`config.mk`:
```
export PLATFORM = sky130hd
export DESIGN_NAME = vid_lock_ctrl
export DESIGN_NICKNAME = d
export VERILOG_FILES = /design/src/rtl/vid_lock_ctrl.sv
export SDC_FILE = /design/constraint.sdc
export NUM_CORES = 1
export LEC_CHECK = 0
export CELL_PAD_IN_SITES_DETAIL_PLACEMENT = 0
export CELL_PAD_IN_SITES_GLOBAL_PLACEMENT = 1
export CORE_ASPECT_RATIO = 1.4
export CORE_MARGIN = 2
export CORE_UTILIZATION = 40
export DETAILED_ROUTE_END_ITERATION = 6
export HOLD_SLACK_MARGIN = 0.15
export PLACE_DENSITY = 0.79
export SYNTH_ARGS = -nofsm -noshare
export SYNTH_HDL_FRONTEND = slang
export SYNTH_SLANG_ARGS = --single-unit
```
`constraint.sdc`:
```
create_clock -name clk_i -period 2.4 [get_ports clk_i]
set_clock_uncertainty 0.15 [all_clocks]
set_input_delay 0.48 -clock clk_i [delete_from_list [all_inputs] [get_ports clk_i]]
set_output_delay 0.48 -clock clk_i [all_outputs]
set_load 0.01 [all_outputs]
```
`src/rtl/vid_lock_ctrl.sv`:
```
// Video timing lock controller: qualifies frames by line/pixel geometry and walks
// SEARCH -> CHECK -> FILL -> RUN to gate a downstream frame delayer.
module vid_lock_ctrl #(
    parameter int unsigned H_WIDTH     = 1920,
    parameter int unsigned V_HEIGHT    = 1080,
    parameter int unsigned LOCK_FRAMES = 2
) (
    input  logic        clk_i,
    input  logic        rst_i,
    input  logic        vs_i,
    input  logic        de_i,
    output logic        wen_o,
    output logic        ren_o,
    output logic        locked_o,
    output logic [1:0]  state_o,
    output logic        err_o,
    output logic [15:0] frame_cnt_o
);

    typedef enum logic [1:0] {
        StSearch = 2'd0,
        StCheck  = 2'd1,
        StFill   = 2'd2,
        StRun    = 2'd3
    } state_e;

    localparam logic [11:0] PixTarget  = 12'(H_WIDTH);
    localparam logic [10:0] LineTarget = 11'(V_HEIGHT);
    localparam logic [3:0]  LockTarget = 4'(LOCK_FRAMES);

    state_e      state_q, state_d;
    logic        vs_q, de_q, armed_q;
    logic [11:0] pix_q, pix_d;
    logic [10:0] line_q, line_d;
    logic        line_bad_q, line_bad_d;
    logic [3:0]  good_q, good_d;
    logic [15:0] frame_cnt_q, frame_cnt_d;
    logic        err_q, err_d;
    logic        wen_q, ren_q, locked_q;

    logic        vs_hold, vs_rise, de_act, de_fall;
    logic [11:0] pix_inc;
    logic [10:0] line_inc, frame_lines;
    logic        frame_bad, frame_good;

    // armed_q blocks a false edge when reset releases with vs_i already high
    always_comb begin
        vs_hold     = vs_i & vs_q;
        vs_rise     = vs_i & ~vs_q & armed_q;
        de_act      = de_i & ~vs_hold;
        de_fall     = ~de_i & de_q & ~vs_hold;
        pix_inc     = (pix_q == 12'hfff) ? pix_q : pix_q + 12'd1;
        line_inc    = (line_q == 11'h7ff) ? line_q : line_q + 11'd1;
        frame_lines = de_fall ? line_inc : line_q;
        frame_bad   = line_bad_q | (de_fall & (pix_q != PixTarget));
        frame_good  = (frame_lines == LineTarget) & ~frame_bad;
    end

    always_comb begin
        pix_d      = pix_q;
        line_d     = line_q;
        line_bad_d = line_bad_q;
        if (vs_rise) begin
            pix_d      = de_act ? 12'd1 : 12'd0;
            line_d     = '0;
            line_bad_d = 1'b0;
        end else if (de_fall) begin
            pix_d      = '0;
            line_d     = line_inc;
            line_bad_d = frame_bad;
        end else if (de_act) begin
            pix_d = pix_inc;
        end
    end

    always_comb begin
        state_d     = state_q;
        good_d      = good_q;
        frame_cnt_d = frame_cnt_q;
        err_d       = 1'b0;
        if (vs_rise) begin
            unique case (state_q)
                StSearch: begin
                    state_d = StCheck;
                    good_d  = '0;
                end
                StCheck: begin
                    if (frame_good) begin
                        good_d = good_q + 4'd1;
                        if (good_q + 4'd1 == LockTarget) state_d = StFill;
                    end else begin
                        good_d = '0;
                    end
                end
                StFill: begin
                    if (frame_good) begin
                        state_d = StRun;
                    end else begin
                        state_d = StCheck;
                        good_d  = '0;
                        err_d   = 1'b1;
                    end
                end
                StRun: begin
                    if (frame_good) begin
                        frame_cnt_d = frame_cnt_q + 16'd1;
                    end else begin
                        state_d = StCheck;
                        good_d  = '0;
                        err_d   = 1'b1;
                    end
                end
                default: state_d = StSearch;
            endcase
        end
    end

    always_ff @(posedge clk_i or posedge rst_i) begin
        if (rst_i) begin
            state_q     <= StSearch;
            vs_q        <= 1'b0;
            de_q        <= 1'b0;
            armed_q     <= 1'b0;
            pix_q       <= '0;
            line_q      <= '0;
            line_bad_q  <= 1'b0;
            good_q      <= '0;
            frame_cnt_q <= '0;
            err_q       <= 1'b0;
            wen_q       <= 1'b0;
            ren_q       <= 1'b0;
            locked_q    <= 1'b0;
        end else begin
            state_q     <= state_d;
            vs_q        <= vs_i;
            de_q        <= de_i;
            armed_q     <= armed_q | ~vs_i;
            pix_q       <= pix_d;
            line_q      <= line_d;
            line_bad_q  <= line_bad_d;
            good_q      <= good_d;
            frame_cnt_q <= frame_cnt_d;
            err_q       <= err_d;
            wen_q       <= (state_d == StFill) || (state_d == StRun);
            ren_q       <= (state_d == StRun);
            locked_q    <= (state_d == StRun);
        end
    end

    assign state_o     = state_q;
    assign wen_o       = wen_q;
    assign ren_o       = ren_q;
    assign locked_o    = locked_q;
    assign err_o       = err_q;
    assign frame_cnt_o = frame_cnt_q;

endmodule

```
==> results of run 1 <==
==> registers in the layout, summed over array words and instances (netlist names) <==
register     count
line_bad_q       1
pix_q           12
state_o          2
good_q           4
armed_q          1
err_o            1
line_q          11
wen_o            1
frame_cnt_o     16
vs_q             1
locked_o         1
de_q             1
==> stage by stage <==
stage	cells	total power [uW]	setup WS, ps
after floorplan	289	1010	-27.9
after CTS	440	1750	-79.8
final	445	1760	-152
after global placement	427	1110	-482
after global routing	445	1830	-258
after detailed placement	427	1110	-521
==> cell usage in the layout (no fill, tap or decap), drive strengths merged, types with 11 or more instances in the layout <==
master	n
nor2	31
o21ai	11
xnor2	22
nand2	35
buf	60
nand3	19
clkdlybuf4s50	24
dfrtp	52
a21oi	11
==> power breakdown <==
group / switching [uW] / internal, uW / total (uW)
sequential: 17.2 / 895 / 912
clock: 310 / 315 / 625
combinational: 104 / 116 / 220
==> layer usage <==
layer  vias to the layer above  track usage
met5                         -            0
met4                         0       0.0587
met3                         8       0.0279
met2                        46        0.318
met1                      1183        0.216
li1                       1177            -
==> kinds of logic after synthesis <==
| logic type | synth area share |
|---|---|
| and+or+nand+nor | 0.257 |
| adders and majority gates | 0.0276 |
| xor gates and xnor gates | 0.0965 |
| DFF | 0.478 |
| buffers and inverters | 0.0372 |
| muxes | 0.00919 |
| AOI/OAI and AO/OA | 0.0947 |
==> critical path: stages, from the launching register on <==
cell and delay [ps]:
dfrtp_1 400, inv_2 80, ha_4 110, or4b_4 470, nor3_4 210, o211ai_1 120
a21oi_1 140, and4_4 280, buf_12 140, nand2_4 60, mux2_4 300
==> what timing repair did <==
| action | CTS | global route |
|---|---|---|
| setup endpoints to repair | 23 | 25 |
| pin swaps | 10 | 15 |
| gates cloned | 1 | 0 |
| resized for setup | 29 | 22 |
| setup buffers | 4 | 5 |
==> worst min-delay path by stage <==
stage	from	to	slack, ps	depth (start not counted)
after floorplan	armed_q	armed_q	300	1
after global placement	frame_cnt_o[15]	frame_cnt_o[15]	310	1
after detailed placement	frame_cnt_o[15]	frame_cnt_o[15]	310	1
after CTS	rst_i	frame_cnt_o[2]	310	2
after global routing	rst_i	frame_cnt_o[12]	350	2
final	rst_i	frame_cnt_o[14]	300	2
==> final cells by class <==
class | count | share of cell area
clock buffers | 5 | 0.0179
clock inverters | 3 | 0.0121
inverters | 7 | 0.00684
multi-input cells | 219 | 0.393
flip-flops and latches | 52 | 0.339
well taps | 74 | 0.0241
repair buffers | 85 | 0.207
==> metrics.md, run 1 <==
| Metric | Value |
|---|---|
| Slew HR | `0.637` |
| Metal2 WL | `3320 um` |
| Core Box Area | `6570 um^2` |
| Most common cell in the netlist | `dfrtp_1` |
| Part of the cycle the worst path needs | `1.06` |
| Synth Register Bits | `52` |
| Number of synthesized flops with an enable pin | `0` |
| Average cell area after synthesis | `9.42 um^2` |
| Commonest cells in the netlist | `dfrtp_1 (52), nand2_1 (34), nor2_1 (31), xnor2_1 (22), nand3_1 (19)` |
| Setup tns final | `-1780 ps` |
| Final Hold Vio Count | `0` |
| Drt wl/cell | `14.0 um` |
| Worst Setup End Kind | `register` |
| CTS Hold Buffers Added | `0` |
| Leakage | `0.00176 uW` |
| Crit path time final | `2550 ps` |
| Setup ws final | `-152 ps` |
| WL met3 | `153 um` |
| Crit path kind | `register to register` |
| Multi-input gate area | `1510 um^2` |
| Initial core utilization | `0.414` |
| YS warnings | `0` |
| Total of max-cap violations | `0` |
| Row cnt | `35` |
| Area post-placement | `3410 um^2` |
| TritonRoute pass-1 iters | `4` |
| Final #Nets | `380` |
| Die span in y | `102 um` |
| Hold slack | `304 ps` |
| Post-Syn Area | `2720 um^2` |
| Fmax | `392 MHz` |
| Synth top area cells | `dfrtp_1 (48%), xnor2_1 (7.1%), nand2_1 (4.7%)` |
| Worst skew pair latency | `310 ps` |
| WL final | `6230 um` |
| RSZ-0062 raised after global routing | `yes` |
| Slew @ Worst Pin | `540 ps` |
| H-tree Lvls | `2` |
| Top FF cell, synth | `dfrtp_1` |
| Worst Setup EP | `frame_cnt_o[1]` |
| # setup viols final | `20` |
| Vias in the first global route | `2314` |
| Reg area | `1300 um^2` |
| Reg2reg path depth | `10` |
| Die X | `73.7 um` |
| N_diodes | `0` |
| Status | `finished with violations` |
| Failing checks | `negative setup slack` |
| Worst Path Arrival | `2610 ps` |
| Post-DP HPWL | `4450 um` |
| Post-detailed-route count of antenna-violating nets | `0` |
| Gr ovfl total | `0` |
| IO buf count | `25` |
| Final Util | `0.585` |
| Worst Setup Start Kind | `register` |
| Synth async-reset ratio | `1.00` |
| Wl on met1 | `2640 um` |
| Reg2reg end | `frame_cnt_o[1]` |
| Drt initial violations | `92` |
| IO Pins | `26` |
| Vias per inst | `5.42` |
| R2R Setup Slk | `-150 ps` |
| Clk buf depth | `2` |
| Vias | `2414` |
| Synth unique cells | `43` |
| Cell accounting for the most synthesized area | `dfrtp_1` |
| PD cells | `457 nW/um^2` |
| Pin count of the biggest net entering global routing | `25` |
| Initial antenna violation count | `0` |
| RR Startpoint | `pix_q[0]` |
| Crit Path Max Fanout | `6` |
| Data required time of the worst path | `2460 ps` |
| Die area | `7490 um^2` |
| HP Class | `primary input to async pin` |
| First-pass GRT wire length | `10400 um` |
| Finished Cell Area | `3840 um^2` |
| Synthesized Nets | `299` |
| DRC | `0` |
| CTS buffer count | `5` |
| Post-synth top area share | `0.478` |
| CTS sink cnt | `52` |
| Setup crit start | `pix_q[0]` |
| Max-slew violation count | `0` |
| CTS tree | `yes` |
| Clock Pin Slew Worst Setup and Hold Paths | `100 ps` |
| Mapped Cells | `289` |
| Placer congestion estimate | `0.856` |
| Maximum vdd drop | `301 uV` |
| Top Metal Used | `met4` |
| Synth-to-layout area growth | `41.1%` |
| Proportion of layout cells with a drive suffix above 1 | `0.278` |
| Fill count | `569` |
| Clk root buf | `clkbuf_8` |
| Gr usage total | `0.178` |
| Post-synthesis sequential area ratio | `0.478` |
Note: power is estimated with default switching activity, not from simulation.
==> run 2, diff against run 1 <==
--- a/config.mk
+++ b/config.mk
@@ -5,14 +5,16 @@
 export SDC_FILE = /design/constraint.sdc
 export NUM_CORES = 1
 export LEC_CHECK = 0
+export ABC_AREA = 1
 export CELL_PAD_IN_SITES_DETAIL_PLACEMENT = 0
 export CELL_PAD_IN_SITES_GLOBAL_PLACEMENT = 1
 export CORE_ASPECT_RATIO = 1.4
 export CORE_MARGIN = 2
-export CORE_UTILIZATION = 40
+export CORE_UTILIZATION = 39
 export DETAILED_ROUTE_END_ITERATION = 6
 export HOLD_SLACK_MARGIN = 0.15
 export PLACE_DENSITY = 0.79
+export SLEW_MARGIN = 40
 export SYNTH_ARGS = -nofsm -noshare
 export SYNTH_HDL_FRONTEND = slang
 export SYNTH_SLANG_ARGS = --single-unit
==> run 2 against run 1 <==
Compared with the run above:
- the flow now finishes without violations
- sequential share of layout area down 3.1 points
- hold slack worse by 110 ps
- area after synthesis up 17%
- sequential power up 0.4%
- first-iteration DRC count up 120%
==> metrics.md, run 2 <==
| Metric | Value |
|---|---|
| Status | `finished clean (was finished with violations)` |
| Synth async-reset ratio | `1.00 (unchanged)` |
| Placed Instances | `585 (was 427)` |
| Die area | `8940 um^2 (was 7490 um^2)` |
| Fmax | `435 MHz (was 392 MHz)` |
| Clk root buf | `clkbuf_16 (was clkbuf_8)` |
| Reg2reg end | `frame_cnt_o[9] (was frame_cnt_o[1])` |
| Average cell area after synthesis | `7.46 um^2 (was 9.42 um^2)` |
| Drt initial violations | `201 (was 92)` |
| Slew @ Worst Pin | `355 ps (was 540 ps)` |
| CTS Hold Buffers Added | `0 (unchanged)` |
| IO Pins | `26 (unchanged)` |
| Die X | `80.5 um (was 73.7 um)` |
| Proportion of layout cells with a drive suffix above 1 | `0.232 (was 0.278)` |
| # setup viols final | `0 (was 20)` |
| Commonest cells in the netlist | `nand2_1 (117), nor2_1 (54), dfrtp_1 (52), inv_1 (43), nand3_1 (35) (was dfrtp_1 (52), nand2_1 (34), nor2_1 (31), xnor2_1 (22), nand3_1 (19))` |
| Vias per inst | `5.03 (was 5.42)` |
| Total of max-cap violations | `0 (unchanged)` |
| Synth Register Bits | `52 (unchanged)` |
| Most frequent cells in the layout | `nand2_1 (103), dfrtp_1 (51), nor2_1 (47) (was dfrtp_1 (52), buf_4 (51), nor2_1 (29))` |
| Post-synth top area share | `0.408 (was 0.478)` |
| Drt wl/cell | `13.6 um (was 14.0 um)` |
| Mapped Cells | `428 (was 289)` |
| Psw | `491 uW (was 431 uW)` |
| N_diodes | `0 (unchanged)` |
| Initial antenna violation count | `0 (unchanged)` |
| Part of the cycle the worst path needs | `0.958 (was 1.06)` |
| RR Startpoint | `line_q[1] (was pix_q[0])` |
| Power Internal | `1480 uW (was 1330 uW)` |
| Cell accounting for the most synthesized area | `dfrtp_1 (unchanged)` |
| Max-slew violation count | `0 (unchanged)` |
| Hold EP | `de_q` |
| Worst slack at placement | `-360 ps (was -521 ps)` |
| Final #Nets | `513 (was 380)` |
| Most common cell after layout, fill and taps aside | `nand2_1 (was dfrtp_1)` |
| WL final | `8230 um (was 6230 um)` |
| Hold Crit Depth | `1` |
| Setup ws final | `99.7 ps (was -152 ps)` |
| Sw Share | `0.249 (was 0.245)` |
| Vias in the first global route | `2983 (was 2314)` |
| DRC | `0 (unchanged)` |
| Min-delay src | `de_i` |
| Slew HR | `0.763 (was 0.637)` |
| Synthesized Nets | `438 (was 299)` |
| CTS sink cnt | `52 (unchanged)` |
| Worst Setup End Kind | `register (unchanged)` |
| Crit path kind | `register to register (unchanged)` |
| CTS tree | `yes (unchanged)` |
| IO buf count | `25 (unchanged)` |
| CTS buffer count | `5 (unchanged)` |
| Final Util | `0.526 (was 0.585)` |
| Gate power share | `0.117 (was 0.125)` |
| Hold slack | `195 ps (was 304 ps)` |
| Post-DP HPWL | `5750 um (was 4450 um)` |
| Clock Power Share | `0.419 (was 0.356)` |
| Pin count of the biggest net entering global routing | `39 (was 25)` |
| Finished Cell Area | `4240 um^2 (was 3840 um^2)` |
| Row cnt | `39 (was 35)` |
| Clock Pin Slew Worst Setup and Hold Paths | `70 ps (was 100 ps)` |
| Final Hold Vio Count | `0 (unchanged)` |
| Vias | `3050 (was 2414)` |
| Core Box Area | `8050 um^2 (was 6570 um^2)` |
| TritonRoute pass-1 iters | `4 (unchanged)` |
| Synth unique cells | `39 (was 43)` |
| Most common cell in the netlist | `nand2_1 (was dfrtp_1)` |
| H-tree Lvls | `2 (unchanged)` |
| First-pass GRT wire length | `14000 um (was 10400 um)` |
| Initial core utilization | `0.397 (was 0.414)` |
| Synth-to-layout area growth | `32.7% (was 41.1%)` |
| Worst Path Arrival | `2390 ps (was 2610 ps)` |
| Gr usage total | `0.197 (was 0.178)` |
| Max reg flops | `16 (unchanged)` |
| HP Class | `primary input to register (was primary input to async pin)` |
| Crit Path Max Fanout | `13 (was 6)` |
| Layout Cells excl Fill | `606 (was 445)` |
| Clk buf depth | `2 (unchanged)` |
| Crit path time final | `2300 ps (was 2550 ps)` |
| Seq pwr share | `0.464 (was 0.519)` |
| RSZ-0062 raised after global routing | `yes (unchanged)` |
| Worst skew pair latency | `300 ps (was 310 ps)` |
| PD cells | `466 nW/um^2 (was 457 nW/um^2)` |
| Post-Syn Area | `3190 um^2 (was 2720 um^2)` |
| Data required time of the worst path | `2490 ps (was 2460 ps)` |
| Fill count | `823 (was 569)` |
| Die span in y | `111 um (was 102 um)` |
| Post-synthesis sequential area ratio | `0.408 (was 0.478)` |
| Number of synthesized flops with an enable pin | `0 (unchanged)` |
| Gr ovfl total | `0 (unchanged)` |
| Post-detailed-route count of antenna-violating nets | `0 (unchanged)` |
| R2R Setup Slk | `100 ps (was -150 ps)` |
| Leakage | `0.00198 uW (was 0.00176 uW)` |
| Top FF cell, synth | `dfrtp_1 (unchanged)` |
| Setup crit start | `line_q[1] (was pix_q[0])` |
| Synth top area cells | `dfrtp_1 (41%), nand2_1 (14%), nor2_1 (6.3%) (was dfrtp_1 (48%), xnor2_1 (7.1%), nand2_1 (4.7%))` |
| Placer congestion estimate | `0.907 (was 0.856)` |
| YS warnings | `0 (unchanged)` |
| Maximum vdd drop | `330 uV (was 301 uV)` |
| Reg2reg path depth | `15 (was 10)` |
| Worst Setup Start Kind | `register (unchanged)` |
| Area post-placement | `3820 um^2 (was 3410 um^2)` |
run 2: power groups by stage:
stage / clock, uW / combinational (uW) / sequential, uW
final: 827 / 231 / 916
after global routing: 904 / 262 / 919
after CTS: 844 / 219 / 916
after detailed placement: 0 / 216 / 933
after global placement: 0 / 216 / 932
after floorplan: 0 / 126 / 926
run 2: logic make-up (layout without fill, tap and decap cells):
logic type,after synthesis,count (layout),synth area share
AO/OA/AOI/OAI,24,24,0.0458
XOR/XNOR,18,18,0.0494
adder cells (fa/ha/maj),6,6,0.0235
buffers and inverters,61,135,0.0807
flip-flops,52,52,0.408
AND/OR/NAND/NOR,267,269,0.393
run 2: worst max-delay path by stage:
stage	end	cells after the start	slack, ps
6_report	frame_cnt_o[9]	15	100
5_1_grt	frame_cnt_o[2]	14	-100
4_1_cts	frame_cnt_o[2]	14	2
3_5_place_dp	locked_o	14	-360
3_3_place_gp	locked_o	14	-290
2_1_floorplan	frame_cnt_o[2]	15	140
run 2: per-layer routing:
layer  vias up  global-route usage  part of all wire
met5         -                   0                 0
met4         0              0.0791             0.022
li1       1540                   -                 -
met2        40               0.328              0.53
met3        14              0.0277             0.021
met1      1456               0.253              0.43
run 2: metrics by stage:
step | TNS [ps] | total power, uW
final | 0 | 1970
after global routing | -1460 | 2080
after CTS | 0 | 1980
after detailed placement | -8080 | 1150
after global placement | -6920 | 1150
after floorplan | 0 | 1050
run 2: cell type report:
cell class              count  area [um^2]  share of cell area
well taps                 102          128              0.0301
inverters                  50          193              0.0455
flip-flops and latches     52         1300               0.307
repair buffers             77          677               0.160
clock inverters             3         42.5              0.0100
clock buffers               5          125              0.0295
multi-input cells         317         1770               0.418
run 2: worst max-delay path, stage by stage, from the launching register on:
cell and delay, ps:
dfrtp_1 400, ha_2 200, nand2_2 100, nor2_4 60, nand3_4 110, buf_6 120
buf_4 100, nand2_1 50, nand2_2 80, nand3_2 80, nor2_2 120, nand3_2 100
nor2_4 200, buf_6 190, nand4_1 90, nand2_1 90
run 2: repair_timing:
action,4_1_cts,5_1_grt
setup buffers,2,9
pin swaps,1,17
gates cloned,0,2
endpoints found under the hold margin,0,0
resized for setup,1,44
endpoints found under the setup margin,18,26
